===== src/rtl/fetch_queue_unit_pkg.sv =====
// fetch_queue_unit_pkg
// Shared types and defaults for the fetch stage and its fetch queue.
// Contents:
//   NUM_SUPER   - fetch/dispatch width (instructions per cycle)
//   FQ_ENTRY_t  - one queued instruction: IR plus its NPC
//   F_BP_OUT_t  - per-slot bundle the fetch stage hands to the predictor
//   popcount2   - number of set bits in a 2-bit slot mask
`define NUM_SUPER 2
`define FQ_DEPTH  8
`define RESET_PC  64'h0

package fetch_queue_unit_pkg;

    localparam int NUM_SUPER = `NUM_SUPER;

    typedef struct packed {
        logic [31:0] IR;
        logic [63:0] NPC;
    } FQ_ENTRY_t;

    typedef struct packed {
        logic [NUM_SUPER-1:0][63:0] NPC;
        logic [NUM_SUPER-1:0][31:0] IR;
        logic [NUM_SUPER-1:0]       valid;
    } F_BP_OUT_t;

    function automatic logic [1:0] popcount2(input logic [1:0] v);
        return {1'b0, v[0]} + {1'b0, v[1]};
    endfunction

endpackage


===== src/rtl/fetch_queue_unit_if.sv =====
// fetch_queue_unit_if
// Bundles the I-cache, predictor and dispatch signals of the fetch stage.
// Modports:
//   master - the fetch unit (drives Icache_addr, predictor outputs, fq_*)
//   slave  - the environment (I-cache, predictor, dispatch)
// Signals:
//   Icache_data/valid/addr      - I-cache request/response
//   if_NPC_out/if_IR_out/f_inst_valid - raw fetch pair to the predictor
//   bp_inst_valid/bp_target_pc/rollback_en - predictor responses
//   dis_num                     - instructions dispatch pops this cycle
//   fq_IR/fq_NPC/fq_valid/fq_count - queue head view and occupancy
interface fetch_queue_unit_if
    import fetch_queue_unit_pkg::*;
#(
    parameter int FQ_DEPTH = `FQ_DEPTH
);
    localparam int CW = $clog2(FQ_DEPTH) + 1;

    logic [63:0]                Icache_data;
    logic                       Icache_valid;
    logic [63:0]                Icache_addr;
    logic [NUM_SUPER-1:0][63:0] if_NPC_out;
    logic [NUM_SUPER-1:0][31:0] if_IR_out;
    logic [NUM_SUPER-1:0]       f_inst_valid;
    logic [NUM_SUPER-1:0]       bp_inst_valid;
    logic [63:0]                bp_target_pc;
    logic                       rollback_en;
    logic [1:0]                 dis_num;
    logic [NUM_SUPER-1:0][31:0] fq_IR;
    logic [NUM_SUPER-1:0][63:0] fq_NPC;
    logic [NUM_SUPER-1:0]       fq_valid;
    logic [CW-1:0]              fq_count;

    modport master (
        input  Icache_data, Icache_valid, bp_inst_valid, bp_target_pc,
               rollback_en, dis_num,
        output Icache_addr, if_NPC_out, if_IR_out, f_inst_valid,
               fq_IR, fq_NPC, fq_valid, fq_count
    );

    modport slave (
        output Icache_data, Icache_valid, bp_inst_valid, bp_target_pc,
               rollback_en, dis_num,
        input  Icache_addr, if_NPC_out, if_IR_out, f_inst_valid,
               fq_IR, fq_NPC, fq_valid, fq_count
    );

endinterface


===== src/rtl/fetch_queue_unit_fq_circ_buffer.sv =====
// fq_circ_buffer
// Two-in / two-out circular instruction buffer with single-cycle flush.
// Ports:
//   clock, reset - clock and asynchronous active-high reset
//   flush        - empty the buffer; writes and reads that cycle are dropped
//   wr_en        - per-slot write enable; enabled slots are packed at tail
//   wr_data      - per-slot entries
//   rd_num       - entries removed from head this cycle (0..2)
//   rd_data      - entries at head and head+1
//   rd_valid     - occupancy of head and head+1
//   count        - occupancy, 0..DEPTH
module fq_circ_buffer
    import fetch_queue_unit_pkg::*;
#(
    parameter  int DEPTH = `FQ_DEPTH,
    localparam int PW    = $clog2(DEPTH),
    localparam int CW    = PW + 1
) (
    input  logic                clock,
    input  logic                reset,
    input  logic                flush,
    input  logic [1:0]          wr_en,
    input  FQ_ENTRY_t [1:0]     wr_data,
    input  logic [1:0]          rd_num,
    output FQ_ENTRY_t [1:0]     rd_data,
    output logic [1:0]          rd_valid,
    output logic [CW-1:0]       count
);

    FQ_ENTRY_t          entries [DEPTH];
    logic [DEPTH-1:0]   entry_valid;
    logic [DEPTH-1:0]   valid_next;
    logic [PW-1:0]      head;
    logic [PW-1:0]      tail;
    logic [PW-1:0]      head_plus1;
    logic [PW-1:0]      slot1_idx;
    logic [1:0]         wr_cnt;

    // Slot 1 lands right after slot 0 only when slot 0 is actually written,
    // so a lone slot-1 instruction is packed at tail without a hole.
    assign head_plus1 = head + PW'(1);
    assign slot1_idx  = tail + PW'(wr_en[0]);
    assign wr_cnt     = popcount2(wr_en);

    assign rd_data[0]  = entries[head];
    assign rd_data[1]  = entries[head_plus1];
    assign rd_valid[0] = entry_valid[head];
    assign rd_valid[1] = entry_valid[head_plus1];

    // Valid bits: clear what dispatch pops, then set what fetch pushes.
    // Writes never target a popped slot because fetch needs two free entries.
    always_comb begin
        valid_next = entry_valid;
        if (rd_num != 2'd0) valid_next[head] = 1'b0;
        if (rd_num == 2'd2) valid_next[head_plus1] = 1'b0;
        if (wr_en[0]) valid_next[tail] = 1'b1;
        if (wr_en[1]) valid_next[slot1_idx] = 1'b1;
        if (flush) valid_next = '0;
    end

    // Pointers, occupancy and valid bits; flush ignores any same-cycle pop.
    always_ff @(posedge clock or posedge reset) begin
        if (reset) begin
            head        <= '0;
            tail        <= '0;
            count       <= '0;
            entry_valid <= '0;
        end else if (flush) begin
            head        <= '0;
            tail        <= '0;
            count       <= '0;
            entry_valid <= '0;
        end else begin
            head        <= head + PW'(rd_num);
            tail        <= tail + PW'(wr_cnt);
            count       <= count + CW'(wr_cnt) - CW'(rd_num);
            entry_valid <= valid_next;
        end
    end

    // Payload storage needs no reset; the valid bits qualify it.
    always_ff @(posedge clock) begin
        if (!flush) begin
            if (wr_en[0]) entries[tail]      <= wr_data[0];
            if (wr_en[1]) entries[slot1_idx] <= wr_data[1];
        end
    end

    // Dispatch may never pop more than the head view shows as occupied.
    rd_num_legal: assert property (
        @(posedge clock) disable iff (reset)
        !flush |-> (rd_num <= popcount2(rd_valid))
    );

endmodule


===== src/rtl/fetch_queue_unit.sv =====
// fetch_queue_unit
// Fetch stage: owns the PC, issues one aligned 8-byte I-cache request per
// cycle, presents the pair to the branch predictor and queues what survives.
// Ports:
//   clock, reset - clock and asynchronous active-high reset
//   bus          - fetch_queue_unit_if.master (I-cache, predictor, dispatch)
module fetch_queue_unit
    import fetch_queue_unit_pkg::*;
#(
    parameter int          FQ_DEPTH = `FQ_DEPTH,
    parameter logic [63:0] RESET_PC = `RESET_PC
) (
    input  logic                clock,
    input  logic                reset,
    fetch_queue_unit_if.master  bus
);

    localparam int CW = $clog2(FQ_DEPTH) + 1;

    logic [63:0]        pc;
    logic [63:0]        pc_next;
    logic               fetch_ok;
    logic [CW-1:0]      count;
    F_BP_OUT_t          to_bp;
    FQ_ENTRY_t [1:0]    wr_data;
    FQ_ENTRY_t [1:0]    rd_data;
    logic [1:0]         wr_en;
    logic               unused_pc_bits;

    assign unused_pc_bits = ^pc[1:0];

    // A fetch is accepted only if both slots are guaranteed a home, judged
    // on this cycle's occupancy so a same-cycle pop does not open room.
    assign fetch_ok = bus.Icache_valid && (count <= CW'(FQ_DEPTH - 2))
                      && !bus.rollback_en;

    // Slot 0 sits below PC when PC points at the upper word of the pair.
    always_comb begin
        to_bp.NPC[0]   = {pc[63:3], 3'b100};
        to_bp.NPC[1]   = {pc[63:3], 3'b000} + 64'd8;
        to_bp.IR[0]    = bus.Icache_data[31:0];
        to_bp.IR[1]    = bus.Icache_data[63:32];
        to_bp.valid[0] = fetch_ok && !pc[2];
        to_bp.valid[1] = fetch_ok;
    end

    assign bus.Icache_addr  = {pc[63:3], 3'b000};
    assign bus.if_NPC_out   = to_bp.NPC;
    assign bus.if_IR_out    = to_bp.IR;
    assign bus.f_inst_valid = to_bp.valid;

    // The predictor supplies the sequential address when nothing is taken,
    // so an accepted fetch and a rollback both follow bp_target_pc.
    always_comb begin
        pc_next = pc;
        if (bus.rollback_en || fetch_ok) pc_next = bus.bp_target_pc;
    end

    always_ff @(posedge clock or posedge reset) begin
        if (reset) pc <= RESET_PC;
        else       pc <= pc_next;
    end

    // The raw valid mask also carries the rollback and room checks, so a
    // stray predictor valid can never push into a full or flushing queue.
    always_comb begin
        wr_en = bus.bp_inst_valid & to_bp.valid;
        for (int i = 0; i < 2; i++) begin
            wr_data[i].IR  = to_bp.IR[i];
            wr_data[i].NPC = to_bp.NPC[i];
        end
    end

    fq_circ_buffer #(
        .DEPTH (FQ_DEPTH)
    ) u_fq (
        .clock    (clock),
        .reset    (reset),
        .flush    (bus.rollback_en),
        .wr_en    (wr_en),
        .wr_data  (wr_data),
        .rd_num   (bus.dis_num),
        .rd_data  (rd_data),
        .rd_valid (bus.fq_valid),
        .count    (count)
    );

    assign bus.fq_IR[0]  = rd_data[0].IR;
    assign bus.fq_IR[1]  = rd_data[1].IR;
    assign bus.fq_NPC[0] = rd_data[0].NPC;
    assign bus.fq_NPC[1] = rd_data[1].NPC;
    assign bus.fq_count  = count;

endmodule


===== src/flat_wrapper.sv =====
// flat-port wrapper written by rule: the top's interface ports become plain ports
module fetch_queue_unit_flat import fetch_queue_unit_pkg::*;
#(
    parameter int          FQ_DEPTH = `FQ_DEPTH,
    parameter logic [63:0] RESET_PC = `RESET_PC
)
  (clock, reset, bus_Icache_data, bus_Icache_valid, bus_bp_inst_valid, bus_bp_target_pc, bus_rollback_en, bus_dis_num, bus_Icache_addr, bus_if_NPC_out, bus_if_IR_out, bus_f_inst_valid, bus_fq_IR, bus_fq_NPC, bus_fq_valid, bus_fq_count);
  fetch_queue_unit_if #(.FQ_DEPTH(FQ_DEPTH)) bus_i ();
  input  logic clock;
  input  logic reset;
  input wire logic [$bits(bus_i.Icache_data)-1:0] bus_Icache_data;
  input wire logic [$bits(bus_i.Icache_valid)-1:0] bus_Icache_valid;
  input wire logic [$bits(bus_i.bp_inst_valid)-1:0] bus_bp_inst_valid;
  input wire logic [$bits(bus_i.bp_target_pc)-1:0] bus_bp_target_pc;
  input wire logic [$bits(bus_i.rollback_en)-1:0] bus_rollback_en;
  input wire logic [$bits(bus_i.dis_num)-1:0] bus_dis_num;
  output wire logic [$bits(bus_i.Icache_addr)-1:0] bus_Icache_addr;
  output wire logic [$bits(bus_i.if_NPC_out)-1:0] bus_if_NPC_out;
  output wire logic [$bits(bus_i.if_IR_out)-1:0] bus_if_IR_out;
  output wire logic [$bits(bus_i.f_inst_valid)-1:0] bus_f_inst_valid;
  output wire logic [$bits(bus_i.fq_IR)-1:0] bus_fq_IR;
  output wire logic [$bits(bus_i.fq_NPC)-1:0] bus_fq_NPC;
  output wire logic [$bits(bus_i.fq_valid)-1:0] bus_fq_valid;
  output wire logic [$bits(bus_i.fq_count)-1:0] bus_fq_count;
  assign bus_i.Icache_data = bus_Icache_data;
  assign bus_i.Icache_valid = bus_Icache_valid;
  assign bus_i.bp_inst_valid = bus_bp_inst_valid;
  assign bus_i.bp_target_pc = bus_bp_target_pc;
  assign bus_i.rollback_en = bus_rollback_en;
  assign bus_i.dis_num = bus_dis_num;
  assign bus_Icache_addr = bus_i.Icache_addr;
  assign bus_if_NPC_out = bus_i.if_NPC_out;
  assign bus_if_IR_out = bus_i.if_IR_out;
  assign bus_f_inst_valid = bus_i.f_inst_valid;
  assign bus_fq_IR = bus_i.fq_IR;
  assign bus_fq_NPC = bus_i.fq_NPC;
  assign bus_fq_valid = bus_i.fq_valid;
  assign bus_fq_count = bus_i.fq_count;
  fetch_queue_unit #(.FQ_DEPTH(FQ_DEPTH), .RESET_PC(RESET_PC)) u_core (.clock(clock), .reset(reset), .bus(bus_i));
endmodule

===== config.mk =====
export PLATFORM = sky130hd
export DESIGN_NAME = fetch_queue_unit_flat
export DESIGN_NICKNAME = d
export VERILOG_FILES = /design/src/rtl/fetch_queue_unit_pkg.sv /design/src/rtl/fetch_queue_unit_if.sv /design/src/rtl/fetch_queue_unit_fq_circ_buffer.sv /design/src/rtl/fetch_queue_unit.sv /design/src/flat_wrapper.sv
export SDC_FILE = /design/constraint.sdc
export NUM_CORES = 2
export LEC_CHECK = 0
export BUFFER_PORTS_ARGS = -buffer_cell sky130_fd_sc_hd__buf_2
export CAP_MARGIN = 10
export CORE_ASPECT_RATIO = 1.2
export CORE_MARGIN = 8
export CORE_UTILIZATION = 55
export CTS_CLUSTER_DIAMETER = 60
export CTS_CLUSTER_SIZE = 12
export DETAILED_ROUTE_END_ITERATION = 10
export PLACE_DENSITY_LB_ADDON = 0.05
export SETUP_SLACK_MARGIN = 0.4
export SYNTH_ARGS = -nofsm -noshare
export SYNTH_HDL_FRONTEND = slang
export SYNTH_SLANG_ARGS = --single-unit

===== constraint.sdc =====
create_clock -name clock -period 7.5 [get_ports clock]
set_clock_uncertainty 0.1 [all_clocks]
set_input_delay 0.375 -clock clock [delete_from_list [all_inputs] [get_ports clock]]
set_output_delay 0.375 -clock clock [all_outputs]
set_load 0.01 [all_outputs]

==> metrics <==
run status finished clean; net count of the finished layout 5,199; GRT Resource Usage Total 39.3%; class of the tightest hold or removal check in2reg; clock slew at reported path FFs 60 ps; EDFF count, synth 744; maximum root-to-sink buffer count 3; clock tree from TritonCTS yes; number of vias in the routed layout ~46,000; clock insertion delay at the later pin of the skew report ~670 ps; Synth Cell Area 0.0507 mm²; fin cells 6,352; CTS Sinks roughly 830; number of instances in the synthesized netlist 5,001; Distinct cells, synth 58; total clock buffers created by CTS 83; post-cts resize count 0; pins over their slew limit 0; ratio of routed vias to standard cells 7.24; leakage power summed over all cells 20.5 nW; GP Congestion 0.894; via count of the first global-routing pass 43,800; global-route wire length before repair between 200 and 300 mm; maximum number of pins on one net before global-route repair between 80 and 90; die width 293 µm; unrepaired setup endpoints after global routing no; placed insts roughly 6,000; count of buffers inserted at the top-level ports approximately 580; drt first pass iters 7; Async S/R FF share, synth slightly below 10%; post-route clock period utilization 82.4%; cells traversed along the worst timing path ha_1 > and3_1 > nand4_1 > nor4_2 > buf_4 > nand4_1 > xnor2_1 > buf_2; number of design-rule violations left by the first detailed-router iteration roughly 6,500; root buf cell clkbuf_16; VDD IR-drop max ~0.00022 V; worst slew margin relative to its limit between 10% and 20%; height of the die approximately 350 µm; Core Box Area a little over 0.09 mm²; count of synthesis-stage warnings from yosys 0; max-cap check violation count 0; final worst path period need about 6200 ps; maximum clock rate between 150 and 200 MHz; overall die area 0.102 mm²; half-perimeter wire length after placement 117 mm; worst-path maximum fanout 24; final setup fails 0; average footprint of a synthesized cell 10.1 µm²; power density of the placed cells roughly 240 mW/mm²; WP data arrival roughly 5700 ps; effective utilization at floorplan 55.2%; Tightest Pin Transition 1270 ps; commonest register cell after synthesis edfxtp_1; number of antenna-violating nets in the routed design 0; number of hold violations in the final report 0; total DRC errors in the routed layout 0; critical path class reg2out; post-layout total power roughly 13 mW; Slowest-stage cell, CP dfrtp_1; count of state elements after synthesis 832; number of ports placed on the die boundary 592; num rows between 100 and 150; Total Neg Setup Slack 0 ps; drt wl/cell about 33 µm; utilization of the core after routing 60.9%; wire length after detailed routing 212 mm; synthesis-to-layout area growth 10.3%; worst stage delay on the critical path 840 ps; CP dominant cell by count nand4_1; proportion of layout cells with a drive suffix above 1 19.9%; Setup crit end kind output pin; maximum level of the CTS H-tree 3; initial antenna violation count 6; crit path launch type flop; total global routing overflow 0; data required time of the critical path 7030 ps; part of the Yosys area used for sequential elements 48.3%
flip-flops by register name, indices dropped and copies added (netlist names):
signal	flops
u_core.u_fq.entries	752
u_core.u_fq.tail	3
u_core.u_fq.entry_valid	8
u_core.u_fq.count	4
u_core.pc	62
u_core.u_fq.head	3
final cells by class:
type | count | area [µm²]
timing repair buffer | 762 | 4620
sequential | 832 | 24500
multi-input combinational | 3332 | 22600
tap | 1240 | 1550
clock inverter | 9 | 113
fill | 7687 | 35900
antenna | 5 | 12.5
inverter | 36 | 140
clock buffer | 136 | 2440
repair_timing:
| item | CTS | global route |
|---|---|---|
| endpoints found under the setup margin | 0 | 0 |
| setup buffers | 0 | 0 |
| endpoints found under the hold margin | 98 | 0 |
| hold buffers | 76 | 0 |
logic make-up after synthesis:
logic type / share of synthesized area [%]
AOI/OAI and AO/OA: 22.4
and+or+nand+nor: 10.9
buffers and inverters: 7.87
DFF: 48.3
muxes: 8.87
xor gates and xnor gates: 1.17
adders and majority gates: 0.454
other: 0.0148
through the flow:
| step | hold WS (ps) | area, µm² | setup slack (ps) |
|---|---|---|---|
| 6_report | 27.1 | 56000 | 1320 |
| 5_1_grt | 26.0 | 56000 | 1130 |
| 4_1_cts | 0.451 | 56000 | 1540 |
| 3_5_place_dp | 284 | 52700 | 2230 |
| 3_3_place_gp | 278 | 52700 | 2230 |
| 2_1_floorplan | 338 | 50800 | 1990 |
synth_stat cells, types with 9 or more instances:
master | count | area [µm²]
nand2_1 | 272 | 1020
or4_1 | 9 | 67.6
a211o_1 | 20 | 175
a22o_1 | 231 | 2020
nor4_1 | 10 | 62.6
buf_2 | 11 | 55.1
clkbuf_2 | 22 | 110
inv_1 | 36 | 135
o22ai_1 | 190 | 1190
nor2b_1 | 9 | 56.3
nor2_1 | 244 | 916
buf_1 | 82 | 308
xnor2_1 | 33 | 289
o31ai_1 | 272 | 2040
o21ai_0 | 422 | 2110
clkbuf_1 | 493 | 1850
dfrtp_1 | 80 | 2000
xor2_1 | 35 | 307
or2_2 | 97 | 607
a21oi_1 | 128 | 641
and4_1 | 13 | 114
edfxtp_1 | 744 | 22300
or3_1 | 41 | 257
ha_1 | 12 | 150
mux2_2 | 62 | 698
nand4_1 | 123 | 769
nor3_1 | 52 | 260
nand3_1 | 143 | 716
mux2i_1 | 380 | 3800
a31oi_1 | 26 | 163
a21o_1 | 11 | 82.6
and3_1 | 43 | 269
buf_4 | 203 | 1520
a22oi_1 | 380 | 2850
per-layer routing:
metal | vias up | GRT usage [%] | routed length [µm]
li1 | 19100 | - | -
met1 | 22200 | 48.6 | 73900
met5 | - | 0 | 23
met4 | 4 | 21.5 | 12900
met2 | 3843 | 63.4 | 96600
met3 | 858 | 9.25 | 28700
cells in the final DEF (no fill, tap or decap), drive strengths merged, types with 26 or more instances in the layout:
| cell type | instances |
|---|---|
| o21ai | 422 |
| o22ai | 190 |
| clkbuf | 136 |
| a21oi | 128 |
| mux2 | 62 |
| nand3 | 145 |
| buf | 686 |
| o31ai | 272 |
| or3 | 41 |
| nor2 | 244 |
| dlygate4sd3 | 76 |
| inv | 38 |
| edfxtp | 744 |
| xnor2 | 33 |
| mux2i | 380 |
| xor2 | 35 |
| nor3 | 56 |
| a31oi | 26 |
| or2 | 97 |
| nand2 | 272 |
| nand4 | 125 |
| a22o | 231 |
| dfrtp | 80 |
| and3 | 43 |
| a22oi | 380 |
power by group:
group	internal (mW)	switching, mW
sequential	5.17	0.375
clock	2.29	1.89
combinational	1.22	2.37
critical path: cells and delay by family (launching register included):
family,cells,cell delay [ps]
and+or+nand+nor,4,2500
buffers and inverters,2,480
adders and majority gates,1,610
xor gates and xnor gates,1,590
DFF,1,840
worst paths after layout:
check / start / endpoint / slack [ps] / cells past startpoint
worst min-delay path: bus_Icache_data[26] / u_core.u_fq.entries[0][90]$_DFFE_PP_ / 30 / 2
worst min register to register: u_core.u_fq.entries[2][2]$_SDFFE_PP0P_ / u_core.u_fq.entries[2][2]$_SDFFE_PP0P_ / 380 / 2
worst max-delay path: u_core.pc[3]$_DFFE_PP0P_ / bus_if_NPC_out[123] / 1320 / 8
worst max register to register: u_core.u_fq.count[3]$_DFF_PP0_ / u_core.u_fq.entries[3][64]$_DFFE_PP_ / 2070 / 15
max in group asynchronous: reset / u_core.u_fq.head[0]$_DFF_PP0_ / 5720 / 4
min in group asynchronous: reset / u_core.pc[28]$_DFFE_PP0P_ / 130 / 3
Note: power is estimated with default switching activity, not from simulation.
